## config.mk

```make
export PLATFORM = sky130hd
export DESIGN_NAME = teclado_config
export DESIGN_NICKNAME = d
export VERILOG_FILES = /design/src/rtl/teclado_config.sv
export SDC_FILE = /design/constraint.sdc
export NUM_CORES = 1
export LEC_CHECK = 0
export CORE_UTILIZATION = 40
export CTS_BUF_LIST = sky130_fd_sc_hd__clkbuf_8 sky130_fd_sc_hd__clkbuf_16
export DETAILED_ROUTE_END_ITERATION = 6
export MAX_ROUTING_LAYER = met4
export SYNTH_ARGS = -nofsm -noshare
export SYNTH_HDL_FRONTEND = slang
export SYNTH_SLANG_ARGS = --single-unit
export TNS_END_PERCENT = 30
```

## constraint.sdc

```tcl
create_clock -name clk -period 6.45 [get_ports clk]
set_input_delay 1.29 -clock clk [delete_from_list [all_inputs] [get_ports clk]]
set_output_delay 1.29 -clock clk [all_outputs]
set_load 0.005 [all_outputs]
```

## src/rtl/teclado_config.sv

```systemverilog
// Keypad front end: scans a 4x4 active-low matrix, debounces whole scan frames
// and maps each accepted key onto the stopwatch/timer control inputs.
//
// state      | meaning
// ST_IDLE    | nothing accepted, waiting for a single-key frame
// ST_CONFIRM | candidate key seen in cnt consecutive frames
// ST_HELD    | event emitted, waiting for the keypad to go quiet
// ST_RELEASE | empty frames seen cnt times in a row
module teclado_config #(
    parameter int SCAN_DIV       = 50000,
    parameter int DEBOUNCE_SCANS = 4
) (
    input  logic        clk,
    input  logic        reseta_n,
    output logic [3:0]  linhas,
    input  logic [3:0]  colunas,
    output logic [15:0] tempo,
    output logic [15:0] digitos,
    output logic        cfg,
    output logic        salve,
    output logic        sel,
    output logic        pause,
    output logic        reseta
);

    localparam int DW = $clog2(SCAN_DIV);
    localparam logic [DW-1:0] DWELL_LOAD = DW'(SCAN_DIV - 1);
    localparam int CW = $clog2(DEBOUNCE_SCANS + 1);
    localparam logic [CW-1:0] DEB_N = CW'(DEBOUNCE_SCANS);
    localparam logic [CW-1:0] CNT_ONE = CW'(1);

    localparam logic [3:0] KEY_A    = 4'd3;
    localparam logic [3:0] KEY_B    = 4'd7;
    localparam logic [3:0] KEY_C    = 4'd11;
    localparam logic [3:0] KEY_STAR = 4'd12;
    localparam logic [3:0] KEY_HASH = 4'd14;
    localparam logic [3:0] KEY_D    = 4'd15;

    typedef enum logic [1:0] {RES_NONE, RES_KEY, RES_MULTI} res_t;
    typedef enum logic [1:0] {ST_IDLE, ST_CONFIRM, ST_HELD, ST_RELEASE} state_t;

    logic [DW-1:0] dwell_cnt;
    logic [1:0]    row;
    logic [3:0]    col_s1, col_s2;
    logic          dwell_end, frame_end;

    res_t          acc_res, nxt_res;
    logic [3:0]    acc_code, nxt_code;
    logic          row_none, row_one;
    logic [1:0]    row_col;

    state_t        state;
    logic [3:0]    cand;
    logic [CW-1:0] cnt;
    logic          event_valid;
    logic [3:0]    event_code;

    logic          is_digit;
    logic [3:0]    digit;
    logic [15:0]   tempo_nxt;

    assign dwell_end = (dwell_cnt == '0);
    assign frame_end = dwell_end && (row == 2'd3);

    // Row drive, dwell timer and column synchronizer
    always_ff @(posedge clk or negedge reseta_n) begin
        if (!reseta_n) begin
            dwell_cnt <= DWELL_LOAD;
            row       <= 2'd0;
            linhas    <= 4'b1110;
            col_s1    <= 4'b1111;
            col_s2    <= 4'b1111;
        end else begin
            col_s1 <= colunas;
            col_s2 <= col_s1;
            if (dwell_end) begin
                dwell_cnt <= DWELL_LOAD;
                row       <= row + 2'd1;
                linhas    <= {linhas[2:0], linhas[3]};
            end else begin
                dwell_cnt <= dwell_cnt - 1'b1;
            end
        end
    end

    always_comb begin
        row_none = (col_s2 == 4'b1111);
        row_one  = 1'b1;
        row_col  = 2'd0;
        case (col_s2)
            4'b1110: row_col = 2'd0;
            4'b1101: row_col = 2'd1;
            4'b1011: row_col = 2'd2;
            4'b0111: row_col = 2'd3;
            default: row_one = 1'b0;
        endcase
    end

    // Result of the frame so far, including the row being sampled now
    always_comb begin
        nxt_res  = acc_res;
        nxt_code = acc_code;
        if (!row_none) begin
            if (row_one && acc_res == RES_NONE) begin
                nxt_res  = RES_KEY;
                nxt_code = {row, row_col};
            end else begin
                nxt_res = RES_MULTI;
            end
        end
    end

    always_ff @(posedge clk or negedge reseta_n) begin
        if (!reseta_n) begin
            acc_res  <= RES_NONE;
            acc_code <= 4'd0;
        end else if (dwell_end) begin
            if (row == 2'd3) begin
                acc_res  <= RES_NONE;
                acc_code <= 4'd0;
            end else begin
                acc_res  <= nxt_res;
                acc_code <= nxt_code;
            end
        end
    end

    always_ff @(posedge clk or negedge reseta_n) begin
        if (!reseta_n) begin
            state       <= ST_IDLE;
            cand        <= 4'd0;
            cnt         <= '0;
            event_valid <= 1'b0;
            event_code  <= 4'd0;
        end else begin
            event_valid <= 1'b0;
            if (frame_end) begin
                case (state)
                    ST_IDLE: begin
                        if (nxt_res == RES_KEY) begin
                            cand <= nxt_code;
                            cnt  <= CNT_ONE;
                            if (DEB_N == CNT_ONE) begin
                                event_valid <= 1'b1;
                                event_code  <= nxt_code;
                                state       <= ST_HELD;
                            end else begin
                                state <= ST_CONFIRM;
                            end
                        end
                    end
                    ST_CONFIRM: begin
                        if (nxt_res == RES_KEY && nxt_code == cand) begin
                            cnt <= cnt + CNT_ONE;
                            if (cnt + CNT_ONE == DEB_N) begin
                                event_valid <= 1'b1;
                                event_code  <= cand;
                                state       <= ST_HELD;
                            end
                        end else begin
                            state <= ST_IDLE;
                        end
                    end
                    ST_HELD: begin
                        if (nxt_res == RES_NONE) begin
                            cnt   <= CNT_ONE;
                            state <= (DEB_N == CNT_ONE) ? ST_IDLE : ST_RELEASE;
                        end
                    end
                    ST_RELEASE: begin
                        if (nxt_res == RES_NONE) begin
                            cnt <= cnt + CNT_ONE;
                            if (cnt + CNT_ONE == DEB_N) state <= ST_IDLE;
                        end else begin
                            state <= ST_HELD;
                        end
                    end
                    default: state <= ST_IDLE;
                endcase
            end
        end
    end

    always_comb begin
        is_digit = 1'b1;
        digit    = 4'd0;
        case (event_code)
            4'd0:    digit = 4'd1;
            4'd1:    digit = 4'd2;
            4'd2:    digit = 4'd3;
            4'd4:    digit = 4'd4;
            4'd5:    digit = 4'd5;
            4'd6:    digit = 4'd6;
            4'd8:    digit = 4'd7;
            4'd9:    digit = 4'd8;
            4'd10:   digit = 4'd9;
            4'd13:   digit = 4'd0;
            default: is_digit = 1'b0;
        endcase
    end

    assign tempo_nxt = 16'(digitos[15:12]) * 16'd1000 + 16'(digitos[11:8]) * 16'd100
                     + 16'(digitos[7:4]) * 16'd10 + 16'(digitos[3:0]);

    always_ff @(posedge clk or negedge reseta_n) begin
        if (!reseta_n) begin
            digitos <= 16'd0;
            tempo   <= 16'd0;
            cfg     <= 1'b1;
            salve   <= 1'b0;
            sel     <= 1'b0;
            pause   <= 1'b0;
            reseta  <= 1'b0;
        end else begin
            salve <= 1'b0;
            tempo <= tempo_nxt;
            if (event_valid) begin
                if (is_digit) begin
                    if (cfg) digitos <= {digitos[11:0], digit};
                end else begin
                    case (event_code)
                        KEY_STAR: begin
                            cfg <= ~cfg;
                            if (!cfg) digitos <= 16'd0;
                        end
                        KEY_HASH: salve <= 1'b1;
                        KEY_A:    if (cfg) sel <= 1'b0;
                        KEY_B:    if (cfg) sel <= 1'b1;
                        KEY_C:    if (!cfg) pause <= ~pause;
                        KEY_D: begin
                            if (!cfg) begin
                                reseta <= ~reseta;
                                pause  <= 1'b0;
                            end
                        end
                        default: ;
                    endcase
                end
            end
        end
    end

endmodule

```

==> results.json <==
{
  "drive_gt1_share_pct": 9.912,
  "max_slew_margin_pct": 58.26,
  "placementRows": 42,
  "synthFlopType": "dfrtp_1",
  "cts.sinks": 86,
  "maxCapViolCount": 0,
  "regArea_mm2": 0.002178,
  "synth.cell_area_mm2": 0.005423,
  "hpwl_um": 7515,
  "dr.pass1.iters": 4,
  "synth.most_common_cell": "dfrtp_1",
  "grt_usage_pct": 16.81,
  "synth_top_area_share_pct": 30.00,
  "drtAntennaViolNets": 0,
  "h-tree-depth": 3,
  "final_util_pct": 47.31,
  "crit_fanout": 8,
  "outcome": "complete, no violations",
  "grt_pass1_vias": 3721,
  "synth_top_area_cell": "dfrtp_1",
  "grt_overflow": 0,
  "clockPowerShare_pct": 45.8,
  "area_delta_synth_final_pct": 15.53,
  "cts_buffer_depth": 2,
  "cp.required_ns": 6.72,
  "report.final.slew_viol_count": 0,
  "viasPerCell": 5.111,
  "nNetsFinal": 639,
  "port_buffers": 45,
  "final-hold-violation-count": 0,
  "die_w_um": 118.4,
  "cts.clk_slew.worst_paths_ns": 0.07,
  "hold_path.class": "flip-flop to flip-flop",
  "fin_crit_sh_pct": 68.86,
  "dr.first_iter.drc_count": 205,
  "gp_congestion": 0.8261,
  "sequentialPowerShare_pct": 52.3,
  "synth_cell_types": 69,
  "routed_wl_um": 10340,
  "dieArea_mm2": 0.01403,
  "yosysWarnings": 0,
  "core_mm2": 0.01324,
  "worstSkewPairLatency_ns": 0.35,
  "cts_buffers": 9,
  "synth-seq-area-share_pct": 40.17,
  "syn_avg_cell_area_um2": 10.39,
  "setup_tns_ns": 0,
  "rsz0062_at_grt": "false",
  "synthArstFlopShare_pct": 100.0,
  "cts_resized": 0,
  "grt_max_degree": 47,
  "diodes": 0,
  "fin_skew_ns": 0.01601,
  "intPower_uw": 817.3,
  "start_kind": "flip-flop",
  "nFillCells": 1232,
  "p_comb_share_pct": 1.9,
  "initial_utilization_pct": 40.95,
  "synthTopCellsByCount": "65 x dfrtp_1, 56 x ha_1, 50 x inv_1",
  "arrival_ns": 4.71,
  "boundaryPins": 47,
  "p_leak_nw": 3.014,
  "synth_seq_cells": 86,
  "vias": 3787,
  "finalSetupViolCount": 0,
  "drt_drc_violations_left": 0,
  "detail_route.wl_per_cell_um": 13.95,
  "dp.cells": 725,
  "antenna_found_initial": 0,
  "fin_cells": 741,
  "synth-edff-count": 0,
  "hold_ws_ns": 0.3544,
  "grt_pass1_wl_um": 18170,
  "crit_type": "flip-flop to flip-flop",
  "synthTopCellsByArea": "dfrtp_1 30%, ha_1 13%, dfstp_2 10%",
  "worst_setup_path_end_kind": "flip-flop",
  "post-cts-setup-buffers": 0,
  "finalPower_mw": 1.049,
  "powerDensity_mw_per_mm2": 167.5,
  "cts_tree": "built",
  "root_buffer": "clkbuf_16",
  "multiInputGateArea_mm2": 0.002953,
  "fmax_mhz": 225.2,
  "ctsHoldBuffers": 0,
  "p_switching_uw": 232.0,
  "min_period_ns": 4.441,
  "worst_pin_slew_ns": 0.6246,
  "syn_inst": 522,
  "synth_fp_nets": 601,
  "max-vdd-ir-drop_v": 0.0001093,
  "power.share.switching_pct": 22.11,
  "die_h_um": 118.4
}
routing by layer:
layer	share of wire [%]	vias up	GRT usage (%)
li1	-	1888	-
met1	48	1816	21.28
met2	47	74	26.36
met3	3.5	9	4.778
met4	1.0	0	4.668
met5	0	-	-
per-stage QoR:
stage | area [um^2] | worst slack (ns)
CTS | 6265 | 1.973
detailed placement | 5995 | 1.986
global route | 6265 | 1.713
finish | 6265 | 2.009
global placement | 5995 | 2.131
floorplan | 5423 | 2.279
cell families after synthesis:
family	count (synthesis)	synth area share, %
AND/OR/NAND/NOR	144	13.78
AO/OA/AOI/OAI	105	13.68
flip-flops	86	40.17
adder cells (fa/ha/maj)	74	19.38
buffers and inverters	69	5.376
XOR/XNOR	36	5.815
multiplexers	7	1.731
other	1	0.06915
final timing paths:
kind | start | endpoint | slack, ns | cells past startpoint
max | digitos[14] | tempo[13] | 2.01 | 15
min | col_s1[1] | col_s2[1] | 0.35 | 0
max reg2reg | digitos[14] | tempo[13] | 2.01 | 15
min reg2reg | col_s1[1] | col_s2[1] | 0.35 | 0
max in group asynchronous | reseta_n | digitos[14] | 4.53 | 2
min in group asynchronous | reseta_n | tempo[14] | 0.93 | 1
critical path: stages, from the launching register on:
cell and delay [ns]:
dfrtp_1 0.49, fa_1 0.62, inv_1 0.11, fa_1 0.51, inv_1 0.04, ha_1 0.32
a21oi_1 0.22, xnor2_1 0.15, ha_1 0.25, ha_1 0.30, ha_1 0.32, or2_2 0.29
a21oi_1 0.15, a21oi_1 0.08, a221oi_1 0.36, xnor2_1 0.17
power groups by stage:
stage,registers (mW),clock network (mW),logic [mW]
6_report,0.549,0.480,0.0201
5_1_grt,0.549,0.523,0.0236
4_1_cts,0.549,0.500,0.0211
3_5_place_dp,0.558,0,0.0210
3_3_place_gp,0.558,0,0.0207
2_1_floorplan,0.556,0,0.00822
layout make-up:
type                    instances  area share, %
multi-input cells             367          47.13
flip-flops and latches         86          34.77
repair buffers                 46          7.270
clock buffers                  10          3.815
well taps                     176          3.515
inverters                      50          2.996
clock inverters                 6         0.4993
registers in the layout (all words and copies together) (netlist names), 2 cells and up:
register / count
acc_code: 4
acc_res: 2
cand: 4
cnt: 3
col_s1: 4
col_s2: 4
digitos: 16
dwell_cnt: 16
event_code: 4
linhas: 4
row: 2
state: 2
tempo: 15
cell usage in the layout, fill, tap and decap left out, types with 4 or more instances in the layout:
cell type         n
nor2b_1           7
dfrtp_1          65
or2_2             4
nand3_1           8
a22o_1           13
o31ai_1           4
o21ai_0          24
nand2b_1          6
xor2_1            9
and2_1            4
a21oi_1          18
clkdlybuf4s50_1  44
nand2_1          46
inv_1            53
clkbuf_16         9
a21o_1            6
nor3_1           15
mux2_4            4
dfstp_2          21
nor2_1           25
ha_1             56
fa_1             17
or3_1             4
xnor2_1          27
(Power assumes the default switching activity.)
